$ cat src/rtl/cpu_ctrl_fsm_if.sv
// cpu_ctrl_fsm_if: memory-side handshake bundle between the control sequencer and the datapath/memories.
//   opcode     : instr[6:0] from the IR, valid from DECODE onward
//   imem_req   : instruction fetch request
//   imem_ready : instruction memory returns data this cycle
//   ir_we      : IR latch enable
//   dmem_req   : data access request
//   dmem_we    : data access is a store
//   dmem_ready : data access completes this cycle
// master = sequencer side, slave = memory/datapath side.
interface cpu_ctrl_fsm_if;
    logic [6:0] opcode;
    logic       imem_req;
    logic       imem_ready;
    logic       ir_we;
    logic       dmem_req;
    logic       dmem_we;
    logic       dmem_ready;

    modport master (
        input  opcode, imem_ready, dmem_ready,
        output imem_req, ir_we, dmem_req, dmem_we
    );

    modport slave (
        output opcode, imem_ready, dmem_ready,
        input  imem_req, ir_we, dmem_req, dmem_we
    );
endinterface

$ cat src/rtl/cpu_ctrl_fsm.sv
// cpu_ctrl_fsm: multicycle control sequencer for the rv32 core, one instruction in flight.
//   clk         : core clock
//   rst_n       : asynchronous active-low reset
//   bus         : fetch/IR/data-memory handshake (cpu_ctrl_fsm_if.master)
//   halt_req    : halt request, sampled only when an instruction retires
//   cpu_state   : state code (FETCH 0, DECODE 1, EXEC 2, MEM 3, WB 4, TRAP 6, HALT 7); PC loads in EXEC
//   rf_we       : register-file write enable (WB)
//   instret     : one-cycle retire pulse
//   busy        : low only in HALT (and before the first edge after reset)
//   mem_timeout : sticky flag, set when a FETCH/MEM wait exceeds MEM_WAIT_MAX cycles
// Parameter MEM_WAIT_MAX: 0 = unbounded wait, N > 0 = abort to FETCH after N wait cycles.
// Macro CPU_ILLEGAL_TRAP_EN: illegal opcodes go to TRAP (left only by reset) instead of retiring as NOP.
module cpu_ctrl_fsm #(
    parameter int unsigned MEM_WAIT_MAX = 0
) (
    input  logic                 clk,
    input  logic                 rst_n,
    cpu_ctrl_fsm_if.master       bus,
    input  logic                 halt_req,
    output logic [2:0]           cpu_state,
    output logic                 rf_we,
    output logic                 instret,
    output logic                 busy,
    output logic                 mem_timeout
);

    localparam int CW = (MEM_WAIT_MAX > 0) ? $clog2(MEM_WAIT_MAX + 1) : 1;
    localparam logic [CW-1:0] WAIT_LIM = CW'(MEM_WAIT_MAX);

`ifdef CPU_ILLEGAL_TRAP_EN
    localparam bit TRAP_EN = 1'b1;
`else
    localparam bit TRAP_EN = 1'b0;
`endif

    typedef enum logic [2:0] {
        FETCH  = 3'd0,
        DECODE = 3'd1,
        EXEC   = 3'd2,
        MEM    = 3'd3,
        WB     = 3'd4,
        TRAP   = 3'd6,
        HALT   = 3'd7
    } state_t;

    state_t        state, state_d;
    logic          started;
    logic [CW-1:0] wait_cnt, wait_cnt_d;
    logic          is_load, is_store, is_wb, is_ret;
    logic          waiting, abort, retire;

    assign is_load  = bus.opcode == 7'b0000011;
    assign is_store = bus.opcode == 7'b0100011;
    assign is_wb    = bus.opcode inside {7'b0110111, 7'b0010111, 7'b1101111,
                                         7'b1100111, 7'b0010011, 7'b0110011};
    assign is_ret   = bus.opcode inside {7'b1100011, 7'b0001111, 7'b1110011};

    // A wait cycle is one where the memory being waited on has not answered yet.
    assign waiting = started && ((state == FETCH && !bus.imem_ready) ||
                                 (state == MEM && !bus.dmem_ready));
    // Ready in the limit cycle is not a wait cycle, so ready wins over the abort.
    assign abort   = (MEM_WAIT_MAX != 0) && waiting && wait_cnt == WAIT_LIM;

    assign cpu_state = state;
    assign instret   = retire;
    assign busy      = started && state != HALT;

    always_comb begin
        state_d      = state;
        bus.imem_req = 1'b0;
        bus.ir_we    = 1'b0;
        bus.dmem_req = 1'b0;
        bus.dmem_we  = 1'b0;
        rf_we        = 1'b0;
        retire       = 1'b0;
        if (started) begin
            case (state)
                FETCH: begin
                    bus.imem_req = 1'b1;
                    if (bus.imem_ready) begin
                        bus.ir_we = 1'b1;
                        state_d   = DECODE;
                    end
                end
                DECODE: state_d = EXEC;
                EXEC: begin
                    if (is_load || is_store)
                        state_d = MEM;
                    else if (is_wb)
                        state_d = WB;
                    else if (is_ret || !TRAP_EN)
                        retire = 1'b1;
                    else
                        state_d = TRAP;
                end
                MEM: begin
                    bus.dmem_req = 1'b1;
                    bus.dmem_we  = is_store;
                    if (bus.dmem_ready) begin
                        if (is_store)
                            retire = 1'b1;
                        else
                            state_d = WB;
                    end
                end
                WB: begin
                    rf_we  = 1'b1;
                    retire = 1'b1;
                end
                TRAP:    state_d = TRAP;
                HALT:    state_d = halt_req ? HALT : FETCH;
                default: state_d = FETCH;
            endcase
            if (retire)
                state_d = halt_req ? HALT : FETCH;
            if (abort)
                state_d = FETCH;
        end
    end

    // Counter restarts on every state change and on an abort (FETCH re-entry).
    always_comb begin
        wait_cnt_d = wait_cnt;
        if (abort || state_d != state)
            wait_cnt_d = '0;
        else if (waiting && MEM_WAIT_MAX != 0)
            wait_cnt_d = wait_cnt + CW'(1);
    end

    always_ff @(posedge clk or negedge rst_n) begin
        if (!rst_n) begin
            state       <= FETCH;
            started     <= 1'b0;
            wait_cnt    <= '0;
            mem_timeout <= 1'b0;
        end else begin
            state    <= state_d;
            started  <= 1'b1;
            wait_cnt <= wait_cnt_d;
            if (abort)
                mem_timeout <= 1'b1;
        end
    end

endmodule

$ cat src/flat_wrapper.sv
// flat-port wrapper written by rule: the top's interface ports become plain ports
module cpu_ctrl_fsm_flat 
#(
    parameter int unsigned MEM_WAIT_MAX = 0
)
  (clk, rst_n, halt_req, cpu_state, rf_we, instret, busy, mem_timeout, bus_opcode, bus_imem_ready, bus_dmem_ready, bus_imem_req, bus_ir_we, bus_dmem_req, bus_dmem_we);
  cpu_ctrl_fsm_if bus_i ();
  input  logic clk;
  input  logic rst_n;
  input  logic halt_req;
  output logic [2:0] cpu_state;
  output logic rf_we;
  output logic instret;
  output logic busy;
  output logic mem_timeout;
  input wire logic [$bits(bus_i.opcode)-1:0] bus_opcode;
  input wire logic [$bits(bus_i.imem_ready)-1:0] bus_imem_ready;
  input wire logic [$bits(bus_i.dmem_ready)-1:0] bus_dmem_ready;
  output wire logic [$bits(bus_i.imem_req)-1:0] bus_imem_req;
  output wire logic [$bits(bus_i.ir_we)-1:0] bus_ir_we;
  output wire logic [$bits(bus_i.dmem_req)-1:0] bus_dmem_req;
  output wire logic [$bits(bus_i.dmem_we)-1:0] bus_dmem_we;
  assign bus_i.opcode = bus_opcode;
  assign bus_i.imem_ready = bus_imem_ready;
  assign bus_i.dmem_ready = bus_dmem_ready;
  assign bus_imem_req = bus_i.imem_req;
  assign bus_ir_we = bus_i.ir_we;
  assign bus_dmem_req = bus_i.dmem_req;
  assign bus_dmem_we = bus_i.dmem_we;
  cpu_ctrl_fsm #(.MEM_WAIT_MAX(MEM_WAIT_MAX)) u_core (.clk(clk), .rst_n(rst_n), .bus(bus_i), .halt_req(halt_req), .cpu_state(cpu_state), .rf_we(rf_we), .instret(instret), .busy(busy), .mem_timeout(mem_timeout));
endmodule
$ cat config.mk
export PLATFORM = sky130hd
export DESIGN_NAME = cpu_ctrl_fsm_flat
export DESIGN_NICKNAME = d
export VERILOG_FILES = /design/src/rtl/cpu_ctrl_fsm_if.sv /design/src/rtl/cpu_ctrl_fsm.sv /design/src/flat_wrapper.sv
export SDC_FILE = /design/constraint.sdc
export NUM_CORES = 1
export LEC_CHECK = 0
export ABC_AREA = 1
export ABC_CLOCK_PERIOD_IN_PS = 1400
export CORE_AREA = 2 2 39 41
export CTS_CLUSTER_DIAMETER = 200
export DETAILED_ROUTE_END_ITERATION = 16
export DIE_AREA = 0 0 41 43
export GPL_TIMING_DRIVEN = 0
export PLACE_DENSITY = 0.83
export SYNTH_ARGS = -nofsm -noshare
export SYNTH_HDL_FRONTEND = slang
export SYNTH_SLANG_ARGS = --single-unit
$ cat constraint.sdc
create_clock -name clk -period 1.4 [get_ports clk]
set_input_delay 0.14 -clock clk [delete_from_list [all_inputs] [get_ports clk]]
set_output_delay 0.14 -clock clk [all_outputs]
set_load 0.1 [all_outputs]
# [Word-level counts from Yosys, hierarchy flattened]
# Cells that the tools add are included.
[totals] output_inout_bits=11 word_cells=53 reg_bits=4 inputBits=12
[op_classes] n_eq_ne=20 n_reduce_logical=5 mux=26
[ops] operator="== test 7 x 6 -> 1 bit, second input constant" count=3
[ops] operator="two-way mux 3 bit" count=7
[ops] operator="case mux 3 bit (7 select lines)" count=1
[ops] operator="two-way mux 1 bit" count=17
[ops] operator="== test 7 x 5 -> 1 bit, second input constant" count=2
[ops] operator="== test 7 bit, second input constant" count=2
[ops] operator="inequality test 3 bit, second input constant" count=4
[ops] operator="== test 3 bit, second input constant" count=3
[ops] operator="== test 7 x 2 -> 1 bit, second input constant" count=1
[ops] operator="== test 3 x 2 -> 1 bit, second input constant" count=2
[ops] operator="AND reduction 6 bit" count=1
[ops] operator="nonzero test 6 bit" count=1
[ops] operator="inequality test 4 x 1 -> 1 bit, second input constant" count=1
[ops] operator="== test 3 x 1 -> 1 bit, second input constant" count=1
[ops] operator="logical NOT 3 bit" count=1
[ops] operator="case mux 1 bit (3 select lines)" count=1
[ops] operator="inequality test 2 x 1 -> 1 bit, second input constant" count=1
[ops] operator="logical AND 1 bit" count=1
[ops] operator="logical OR 1 bit" count=1

# [Logic depth before layout (Yosys ltp)]
# Gate-level depths: netlist (run 1).
[logic_depth] word_depth=8 ltp_mapped=10 depth_no_buf=10

# [Least setup slack after synthesis (run 1)]
# Ideal clock, no wire load.
[synth_path] path_type="register to output" start="reg u_core.state[0] (netlist: u_core.cpu_state[0])" end="out bus_ir_we" stages_incl_launch_ff=4 setup_slack_ns=-2.046 arrival_ns=3.306 path_cell_list="dfrtp_1 nor2_2 nand2_1 nor3_1"
[synth_via] elab_chain_cells=3
[synth_lines] element="start, declared" line="cpu_ctrl_fsm.sv:46" source="state_t state, state_d;"
[synth_lines] element="start signal, assigned" line="cpu_ctrl_fsm.sv:137" source="state <= state_d;"
[synth_lines] element="logical NOT 3 bit"
[synth_lines] element="two-way mux 1 bit" line="cpu_ctrl_fsm.sv:77" source="case (state)"
[synth_lines] element="two-way mux 1 bit" line="cpu_ctrl_fsm.sv:76" source="if (started) begin"
[synth_lines] element="end, declared" line="flat_wrapper.sv:20" source="output wire logic [$bits(bus_i.ir_we)-1:0] bus_ir_we;"
# Every way passes these cells.

# [Worst setup path after layout (run 1)]
[layout_path] start="reg u_core.state[1] (netlist: u_core.cpu_state[1])" end="out instret"
[layout_via] elab_chain_cells=4 word_cells_on_any_way=6 cone_classes="3 x eq/ne; 3 x mux"
[layout_lines] element="== test 3 bit, or another cell as far along" line="cpu_ctrl_fsm.sv:77"
[layout_lines] element="case mux 1 bit (3 select lines) (*)" line="cpu_ctrl_fsm.sv:77"
[layout_lines] element="two-way mux 1 bit (*) (2 in a row)" line="cpu_ctrl_fsm.sv:76"
[layout_lines] element="end, declared" line="flat_wrapper.sv:13" source="output logic instret;"
# Every way passes the cells marked *; elsewhere a longest branch is shown, timed or not. The select of a mux whose other input is x is not followed.

==> out/qor.yml, run 1 <==
power:
  ir_drop_v: 0.00127
  leakage_nw: 0.570
  p_per_area_mw_per_mm2: 2080
synthesis:
  synth_commonest_cells: "nand2_1, nor2_1, inv_1"
  synth_top_area_frac: 0.205
  postSynth.asyncResetShare: 1.00
  synth_most_common_cell: "nand2_1"
  synth.distinct_cells: 16
  synthTopCellsByArea: "dfrtp_1, nand2_1, nand3_2, nor2_1, nand3_1"
  synthFlopType: "dfrtp_1"
  synth_seq_area_share: 0.205
  syn_area_um2: 489
  synth_top_area_cell: "dfrtp_1"
  synth_edf_count: 0
  syn-num-nets: 96
  synth_area_per_cell_um2: 5.82
  synth-seq-cells: 4
  yosysWarnings: 0
  syn_inst: 84
cts:
  clock-sinks: 4
  h-tree-depth: 1
  clock_latency_ns: 0.27
  cts_buffers: 3
  cts_buffer_depth: 2
  cts_hold_buf: 0
  clkSlewWorstSetupHoldPaths_ns: 0.06
  cts_tree: "built"
  ctsRootBufferMaster: "clkbuf_4"
worst_setup_path:
  crit_fanout: 6
  crit_arrival_ns: 1.59
  required_ns: 1.26
  slowest_stage: "dfrtp_4"
  cp_slowest_stage_delay_ns: 0.51
  worstSetupEndpointType: "primary output"
  path_cells: "inv_4 -> nor3_4 -> nand3_2 -> nand3_4 -> nand2_4 -> inv_12 -> buf_16"
  worstSetupPathType: "flop to primary output"
  worst_setup_path_start_kind: "flop"
routing:
  route.met3.wl_um: 242
  top_layer: "met4"
  wl_met2_mm: 1.22
  post_drt_wl_per_cell_um: 16.8
  drt-pass1-iter-count: 4
  drtIter0Drc: 46
  routed_via_density: 5.39
  drc: 0
  met1Wirelength_um: 895
  wirelength_mm: 2.51
  num_vias: 803
  antenna_left: 0
place:
  gp_congestion: 0.819
  place_hpwl_um: 975
  dpl_cell_area_um2: 803
  io_buffers: 21
floorplan:
  ios: 23
  dieHeight_um: 43
  core_mm2: 0.00138
  die-area_mm2: 0.00176
  core.rowCount: 14
  die_w_um: 41
  start_util: 0.354
run_status:
  violations: "setup timing"
  outcome: "finished, violations left"
cells_and_area:
  fin_nets: 146
  antenna_cells: 0
  design_area_mm2: 0.00119
  syn_to_final_growth_pct: 143
  nFillCells: 62
  layout-drive-gt1-share: 0.534
global_route:
  grt_pass1_wl_mm: 3.12
  overflow: 0
  grt.total_usage: 0.263
  grt_max_degree: 8
  grt_pass1_vias: 724
  antenna_found_initial: 0
timing:
  max_freq_mhz: 578
  timing.final.ws_setup_ns: -0.331
  finalSetupTns_ns: -2.24
  fin_hold_ws_ns: 0.0791
  drv_slew: 0
  fin_crit_sh: 1.24
  period_needed_ns: 1.73
  setup_viol: 10
  rsz0062_at_grt: "true"
  finalHoldViolations: 0
  skew_ns: 0.0225
min_path:
  min_path_type: "input pin to async pin"
run:
  max_cap_violations: 0
## sequential cells by signal (all words and copies together), names as in the netlist
register / cells
u_core.cpu_state: 3
u_core.started: 1
## path summary, 6_finish.rpt
path	from	end	slack, ns	cells after the start
hold reg to reg	u_core.cpu_state[0]$_DFFE_PN0P_	u_core.cpu_state[0]$_DFFE_PN0P_	0.72	2
hold / removal	rst_n	u_core.cpu_state[1]$_DFFE_PN0P_	0.08	1
max in group asynchronous	rst_n	u_core.cpu_state[0]$_DFFE_PN0P_	1.09	1
setup / recovery	u_core.cpu_state[1]$_DFFE_PN0P_	instret	-0.33	7
min in group clk	halt_req	u_core.cpu_state[1]$_DFFE_PN0P_	0.61	5
setup reg to reg	u_core.cpu_state[1]$_DFFE_PN0P_	u_core.cpu_state[0]$_DFFE_PN0P_	-0.24	9
## routing by layer
layer  track usage  up-vias
met3        0.0890       20
met2         0.459       56
met5             0        -
li1              -      352
met1         0.275      375
met4        0.0867        0
## through the flow
stage	power, mW	std cells	setup WS (ns)	util
final	2.48	149	-0.331	0.858
after global routing	2.57	149	-0.364	0.858
after CTS	2.21	144	-0.245	0.798
after detailed placement	1.60	121	-1.15	0.580
after global placement	1.58	121	-1.11	0.580
after floorplan	1.34	84	-0.469	-
## kinds of logic after synthesis
| group | share of synthesized area |
|---|---|
| simple gates | 0.629 |
| compound gates | 0.0205 |
| buf+inv | 0.130 |
| other cells | 0.0154 |
| flops | 0.205 |
## worst max-delay path: cells and delay by family, from the launching register on
kind,cells,cell delay (ns)
buffers and inverters,3,0.26
flip-flops,1,0.51
AND/OR/NAND/NOR,4,0.55
## placed cells by master (no fill, tap or decap)
master           instances
buf_12                   8
buf_16                   1
buf_2                    2
buf_4                   20
buf_6                    4
clkbuf_1                 1
clkbuf_4                 3
clkdlybuf4s50_1         11
clkinvlp_4               2
conb_1                   2
dfrtp_2                  1
dfrtp_4                  3
inv_1                    8
inv_12                   1
inv_2                    1
inv_4                    3
nand2_1                 22
nand2_2                  2
nand2_4                  4
nand3_1                  7
nand3_2                  1
nand3_4                  5
nand4_1                  2
nor2_1                   7
nor2_2                   2
nor2_4                   6
nor3_4                   2
o21ai_0                  2
## final cells by class
cell class,instances,area [µm²],area share
Clock buffer,4,26.3,0.0221
Sequential cell,4,113,0.0948
Timing Repair Buffer,45,495,0.417
Multi-Input combinational cell,64,442,0.372
Tap cell,16,20.0,0.0169
Buffer,1,7.51,0.00632
Inverter,15,83.8,0.0706
## where the power goes
part | total (mW) | switching [mW] | internal, mW
Combinational | 1.98 | 1.22 | 0.761
Clock | 0.186 | 0.0770 | 0.109
Sequential | 0.313 | 0.131 | 0.182
Total | 2.48 | 1.42 | 1.05
## repair_timing
item	in CTS	in global routing
buffers inserted	20	6
setup endpoints to repair	13	10
gates cloned	0	0
pin swaps	12	6
resized for setup	90	11
No activity file was read; power rests on OpenSTA's default activity.
==> run 2: changes to the inputs <==
--- a/config.mk
+++ b/config.mk
@@ -11,8 +11,10 @@
 export CTS_CLUSTER_DIAMETER = 200
 export DETAILED_ROUTE_END_ITERATION = 16
 export DIE_AREA = 0 0 41 43
+export DONT_BUFFER_PORTS = 1
 export GPL_TIMING_DRIVEN = 0
-export PLACE_DENSITY = 0.83
+export HOLD_SLACK_MARGIN = 0.15
+export PLACE_DENSITY = 0.61
 export SYNTH_ARGS = -nofsm -noshare
 export SYNTH_HDL_FRONTEND = slang
 export SYNTH_SLANG_ARGS = --single-unit
==> run 2 against run 1 <==
Net effect:
- the flow still finishes with violations (setup timing)
- sequential share of layout area grew 4.2 points
- clock-buffer cell count is the same
- via count shrank 28%
- worst setup slack lost 0.34 ns
- clock power shrank 13%
- cell count shrank 19%
- worst hold slack gained 0.083 ns
- die area is the same
- critical path depth shrank 4
- routed wire length shrank 48%
- power shrank 20%
- critical path type unchanged
- largest cell class is now multi-input combinational cells
==> out/qor.yml, run 2 (synthesis results as in run 1) <==
run_status:
  outcome: "finished, violations left"
  violations: "setup timing"
global_route:
  grt_pass1_vias: 491
  grt_max_degree: 9
  overflow: 0
  grt.total_usage: 0.157
  antenna_found_initial: 0
  grt_pass1_wl_mm: 1.90
routing:
  post_drt_wl_per_cell_um: 10.9
  drc: 0
  drtIter0Drc: 9
  antenna_left: 0
  num_vias: 582
  routed_via_density: 4.85
  drt-pass1-iter-count: 4
  wirelength_mm: 1.30
worst_setup_path:
  required_ns: 1.26
  crit_fanout: 8
  crit_arrival_ns: 1.93
  worstSetupEndpointType: "primary output"
  worst_setup_path_start_kind: "flop"
  worstSetupPathType: "flop to primary output"
timing:
  setup_viol: 10
  skew_ns: 0.0112
  timing.final.ws_setup_ns: -0.666
  rsz0062_at_grt: "true"
  fin_crit_sh: 1.48
  period_needed_ns: 2.07
  max_freq_mhz: 484
  drv_slew: 0
  relSlewSlack: 0.339
  tightest_slew_ns: 0.988
  finalHoldViolations: 0
cells_and_area:
  final_cells: 120
  final_common_cell: "nand2_1"
  fin_nets: 117
  antenna_cells: 0
  largest_reg_flops: 3
  syn_to_final_growth_pct: 66.2
  fin_util: 0.588
  layout-drive-gt1-share: 0.442
  layout_common_cells: "nand2_1, buf_4, inv_1"
cts:
  cts_tree: "built"
  ctsRootBufferMaster: "clkbuf_4"
  cts_buffer_depth: 2
  clkSlewWorstSetupHoldPaths_ns: 0.04
  h-tree-depth: 1
  cts_buffers: 3
  clock-sinks: 4
  clock_latency_ns: 0.24
place:
  dp_slack_ns: -0.519
  place_hpwl_um: 853
  placed_cells: 100
  gp_congestion: 0.720
  io_buffers: 0
floorplan:
  core.rowCount: 14
  start_util: 0.354
  ios: 23
  die_w_um: 41
  dieHeight_um: 43
  die-area_mm2: 0.00176
  core_mm2: 0.00138
power:
  leakage_nw: 0.399
  p_per_area_mw_per_mm2: 2450
  report.power.total_mw: 1.99
  ir_drop_v: 0.00139
run:
  max_cap_violations: 0
min_path:
  min_path_type: "input pin to async pin"
-- run 2: final cells by class --
| cell class | count | area (µm²) |
|---|---|---|
| clock buffer | 4 | 26.3 |
| inverter | 15 | 78.8 |
| fill | 120 | 571 |
| timing repair buffer | 16 | 144 |
| buffer | 1 | 7.51 |
| sequential | 4 | 111 |
| tap | 16 | 20.0 |
| multi-input combinational | 64 | 425 |
-- run 2: through the flow --
step | instance area [µm²] | hold slack, ns | setup TNS [ns]
floorplan | 573 | -0.156 | -1.99
finish | 813 | 0.162 | -5.16
detailed placement | 593 | -0.156 | -2.74
CTS | 746 | 0.165 | -4.57
global placement | 593 | -0.156 | -2.75
global route | 813 | 0.164 | -5.76
-- run 2: final timing paths --
kind | startpoint | end | slack (ns) | cells past startpoint
max in group asynchronous | rst_n | u_core.cpu_state[0]$_DFFE_PN0P_ | 1.04 | 1
min in group clk | bus_dmem_ready | u_core.cpu_state[2]$_DFFE_PN0P_ | 0.28 | 5
worst min register to register | u_core.cpu_state[1]$_DFFE_PN0P_ | u_core.cpu_state[1]$_DFFE_PN0P_ | 0.89 | 2
worst min-delay path | rst_n | u_core.cpu_state[2]$_DFFE_PN0P_ | 0.16 | 1
worst max register to register | u_core.cpu_state[1]$_DFFE_PN0P_ | u_core.cpu_state[0]$_DFFE_PN0P_ | -0.39 | 9
worst max-delay path | u_core.cpu_state[0]$_DFFE_PN0P_ | bus_ir_we | -0.67 | 3
-- run 2: report_power, final --
part | switching [mW] | total [mW] | internal [mW]
Combinational | 0.754 | 1.25 | 0.493
Clock | 0.0533 | 0.161 | 0.107
Sequential | 0.406 | 0.583 | 0.177
-- run 2: worst max-delay path, cell delays in order (launching register included) --
cell,delay [ns]
dfrtp_4,0.65
nor2_4,0.20
nand2_4,0.08
nor3_4,0.75
-- run 2: what timing repair did --
item | in CTS | in global routing
hold buffers | 2 | 0
setup endpoints to repair | 10 | 10
hold endpoints to repair | 5 | 0
buffers inserted | 11 | 4
resized for setup | 7 | 7
pin swaps | 13 | 10
-- run 2: metal layers --
layer  share of wire  vias to the layer above  track usage
met4           0.015                        0       0.0400
met2            0.57                       16        0.259
li1                -                      298            -
met3           0.058                        2       0.0785
met1            0.36                      266        0.170
met5               0                        -            0
==> run 3: changes to the inputs <==
--- a/config.mk
+++ b/config.mk
@@ -8,6 +8,7 @@
 export ABC_AREA = 1
 export ABC_CLOCK_PERIOD_IN_PS = 1400
 export CORE_AREA = 2 2 39 41
+export CTS_BUF_LIST = sky130_fd_sc_hd__clkbuf_16
 export CTS_CLUSTER_DIAMETER = 200
 export DETAILED_ROUTE_END_ITERATION = 16
 export DIE_AREA = 0 0 41 43
==> run 3 against run 2 <==
Net effect:
- the flow still finishes with violations (setup timing)
- die area unchanged
- cell area increased by 2.6%
- global-route usage increased by 2.4 points
- via count decreased by 3.3%
- clock skew decreased by 0.0085 ns
- worst setup slack improved by 0.0087 ns
- power increased by 13%
- cell count decreased by 2.5%
- clock-buffer cell count decreased by 1
- critical path depth unchanged
- sequential cell count unchanged
- critical path type unchanged
- critical endpoint unchanged
- largest cell class unchanged
==> out/qor.yml, run 3 (synthesis results as in run 1) <==
run_status:
  outcome: "finished, violations left"
  violations: "setup timing"
min_path:
  min_path_type: "input pin to flop"
  hold_path_end: "u_core.cpu_state[2]$_DFFE_PN0P_"
  min_from: "halt_req"
  worstHoldPathCells: 4
timing:
  skew_ns: 0.00272
  relSlewSlack: 0.339
  drv_slew: 0
  fin_hold_ws_ns: 0.172
  finalHoldViolations: 0
  tightest_slew_ns: 0.988
  max_freq_mhz: 486
  period_needed_ns: 2.06
  rsz0062_at_grt: "true"
  setup_viol: 10
  fin_crit_sh: 1.47
  timing.final.ws_setup_ns: -0.657
cts:
  clock-sinks: 4
  cts_buffer_depth: 2
  ctsRootBufferMaster: "clkbuf_16"
  cts_tree: "built"
  h-tree-depth: 1
  cts_buffers: 3
  clkSlewWorstSetupHoldPaths_ns: 0.03
  clock_latency_ns: 0.23
floorplan:
  core.rowCount: 14
  die_w_um: 41
  die-area_mm2: 0.00176
  ios: 23
  dieHeight_um: 43
  core_mm2: 0.00138
  start_util: 0.354
worst_setup_path:
  required_ns: 1.26
  crit_fanout: 8
  crit_arrival_ns: 1.92
  reg2reg_depth: 10
  worstReg2RegStart: "u_core.cpu_state[0]$_DFFE_PN0P_"
  worst_setup_path_start_kind: "flop"
  worstSetupPathType: "flop to primary output"
  timing.rr.end: "u_core.cpu_state[0]$_DFFE_PN0P_"
  r2r_slack_ns: -0.36
  worstSetupEndpointType: "primary output"
global_route:
  overflow: 0
  antenna_found_initial: 0
  grt_pass1_vias: 510
  grt_max_degree: 9
  grt_pass1_wl_mm: 2.04
  grt.total_usage: 0.182
power:
  p_sw_mw: 1.23
  p_int_mw: 1.01
  sw_frac_of_total: 0.549
  ir_drop_v: 0.00176
  seqPwrFrac: 0.260
  leakage_nw: 0.418
  clock_power_share: 0.204
  p_per_area_mw_per_mm2: 2690
  report.power.total_mw: 2.25
  pwr-share-comb: 0.536
routing:
  routed_via_density: 4.81
  drc: 0
  wirelength_mm: 1.33
  post_drt_wl_per_cell_um: 11.4
  drt-pass1-iter-count: 4
  antenna_left: 0
  drtIter0Drc: 8
  num_vias: 563
cells_and_area:
  nFillCells: 128
  layout_common_cells: "nand2_1, inv_1, buf_4"
  antenna_cells: 0
  final_common_cell: "nand2_1"
  syn_to_final_growth_pct: 70.6
  layout-drive-gt1-share: 0.436
  final_cells: 117
  largest_reg_flops: 3
  fin_nets: 114
run:
  max_cap_violations: 0
place:
  place_hpwl_um: 853
  io_buffers: 0
  placed_cells: 100
  gp_congestion: 0.720
==> run 3: power by group through the flow <==
stage	clock [mW]	sequential, mW	combinational (mW)
5_1_grt	0.476	0.593	1.30
3_5_place_dp	0	0.576	0.854
4_1_cts	0.468	0.581	1.06
2_1_floorplan	0	0.550	0.790
3_3_place_gp	0	0.576	0.852
6_report	0.459	0.584	1.21
==> run 3: worst max path at each step <==
stage                                    startpoint          end  slack [ns]  depth (start not counted)
global route        u_core.cpu_state[0]$_DFFE_PN0P_    bus_ir_we       -0.70                          3
detailed placement  u_core.cpu_state[1]$_DFFE_PN0P_    bus_ir_we       -0.52                          3
floorplan           u_core.cpu_state[1]$_DFFE_PN0P_    bus_ir_we       -0.47                          3
CTS                 u_core.cpu_state[0]$_DFFE_PN0P_    bus_ir_we       -0.65                          3
global placement    u_core.cpu_state[2]$_DFFE_PN0P_  bus_dmem_we       -0.51                          5
finish              u_core.cpu_state[0]$_DFFE_PN0P_    bus_ir_we       -0.66                          3
==> run 3: area by class of cell <==
type,instances,area [µm²],area share
flip-flops and latches,4,111,0.133
inverters,15,75.1,0.0900
repair buffers,13,115,0.138
plain buffers,1,7.51,0.00900
clock inverters,1,3.75,0.00450
clock buffers,3,75.1,0.0900
well taps,16,20.0,0.0240
multi-input cells,64,427,0.511
==> run 3: timing repair <==
action | in CTS | in global routing
hold endpoints to repair | 4 | 0
gates resized for setup | 4 | 9
endpoints found under the setup margin | 10 | 10
pin swaps | 10 | 8
hold buffers | 1 | 0
buffers inserted | 10 | 3
==> run 3: routing by layer <==
metal | vias to the layer above | global-route usage | routed length, µm | share of wire
met5 | - | 0 | 0 | 0
met4 | 0 | 0.120 | 36 | 0.027
met3 | 4 | 0.0681 | 62 | 0.046
met2 | 13 | 0.294 | 773 | 0.58
met1 | 257 | 0.180 | 462 | 0.35
li1 | 289 | - | - | -
==> run 3: stage by stage <==
step                      cell area, µm²  utilization  setup WS (ns)  setup TNS (ns)
after floorplan                      573            -         -0.469           -1.99
after global placement               593        0.429         -0.510           -2.75
after detailed placement             593        0.429         -0.519           -2.74
after CTS                            778        0.562         -0.654           -4.41
after global routing                 835        0.603         -0.700           -5.49
final                                835        0.603         -0.657           -4.88
==> run 3: worst max-delay path: stages (launching register included) <==
cell and delay (ns):
dfrtp_4 0.64, nor2_4 0.20, nand2_4 0.08, nor3_4 0.75
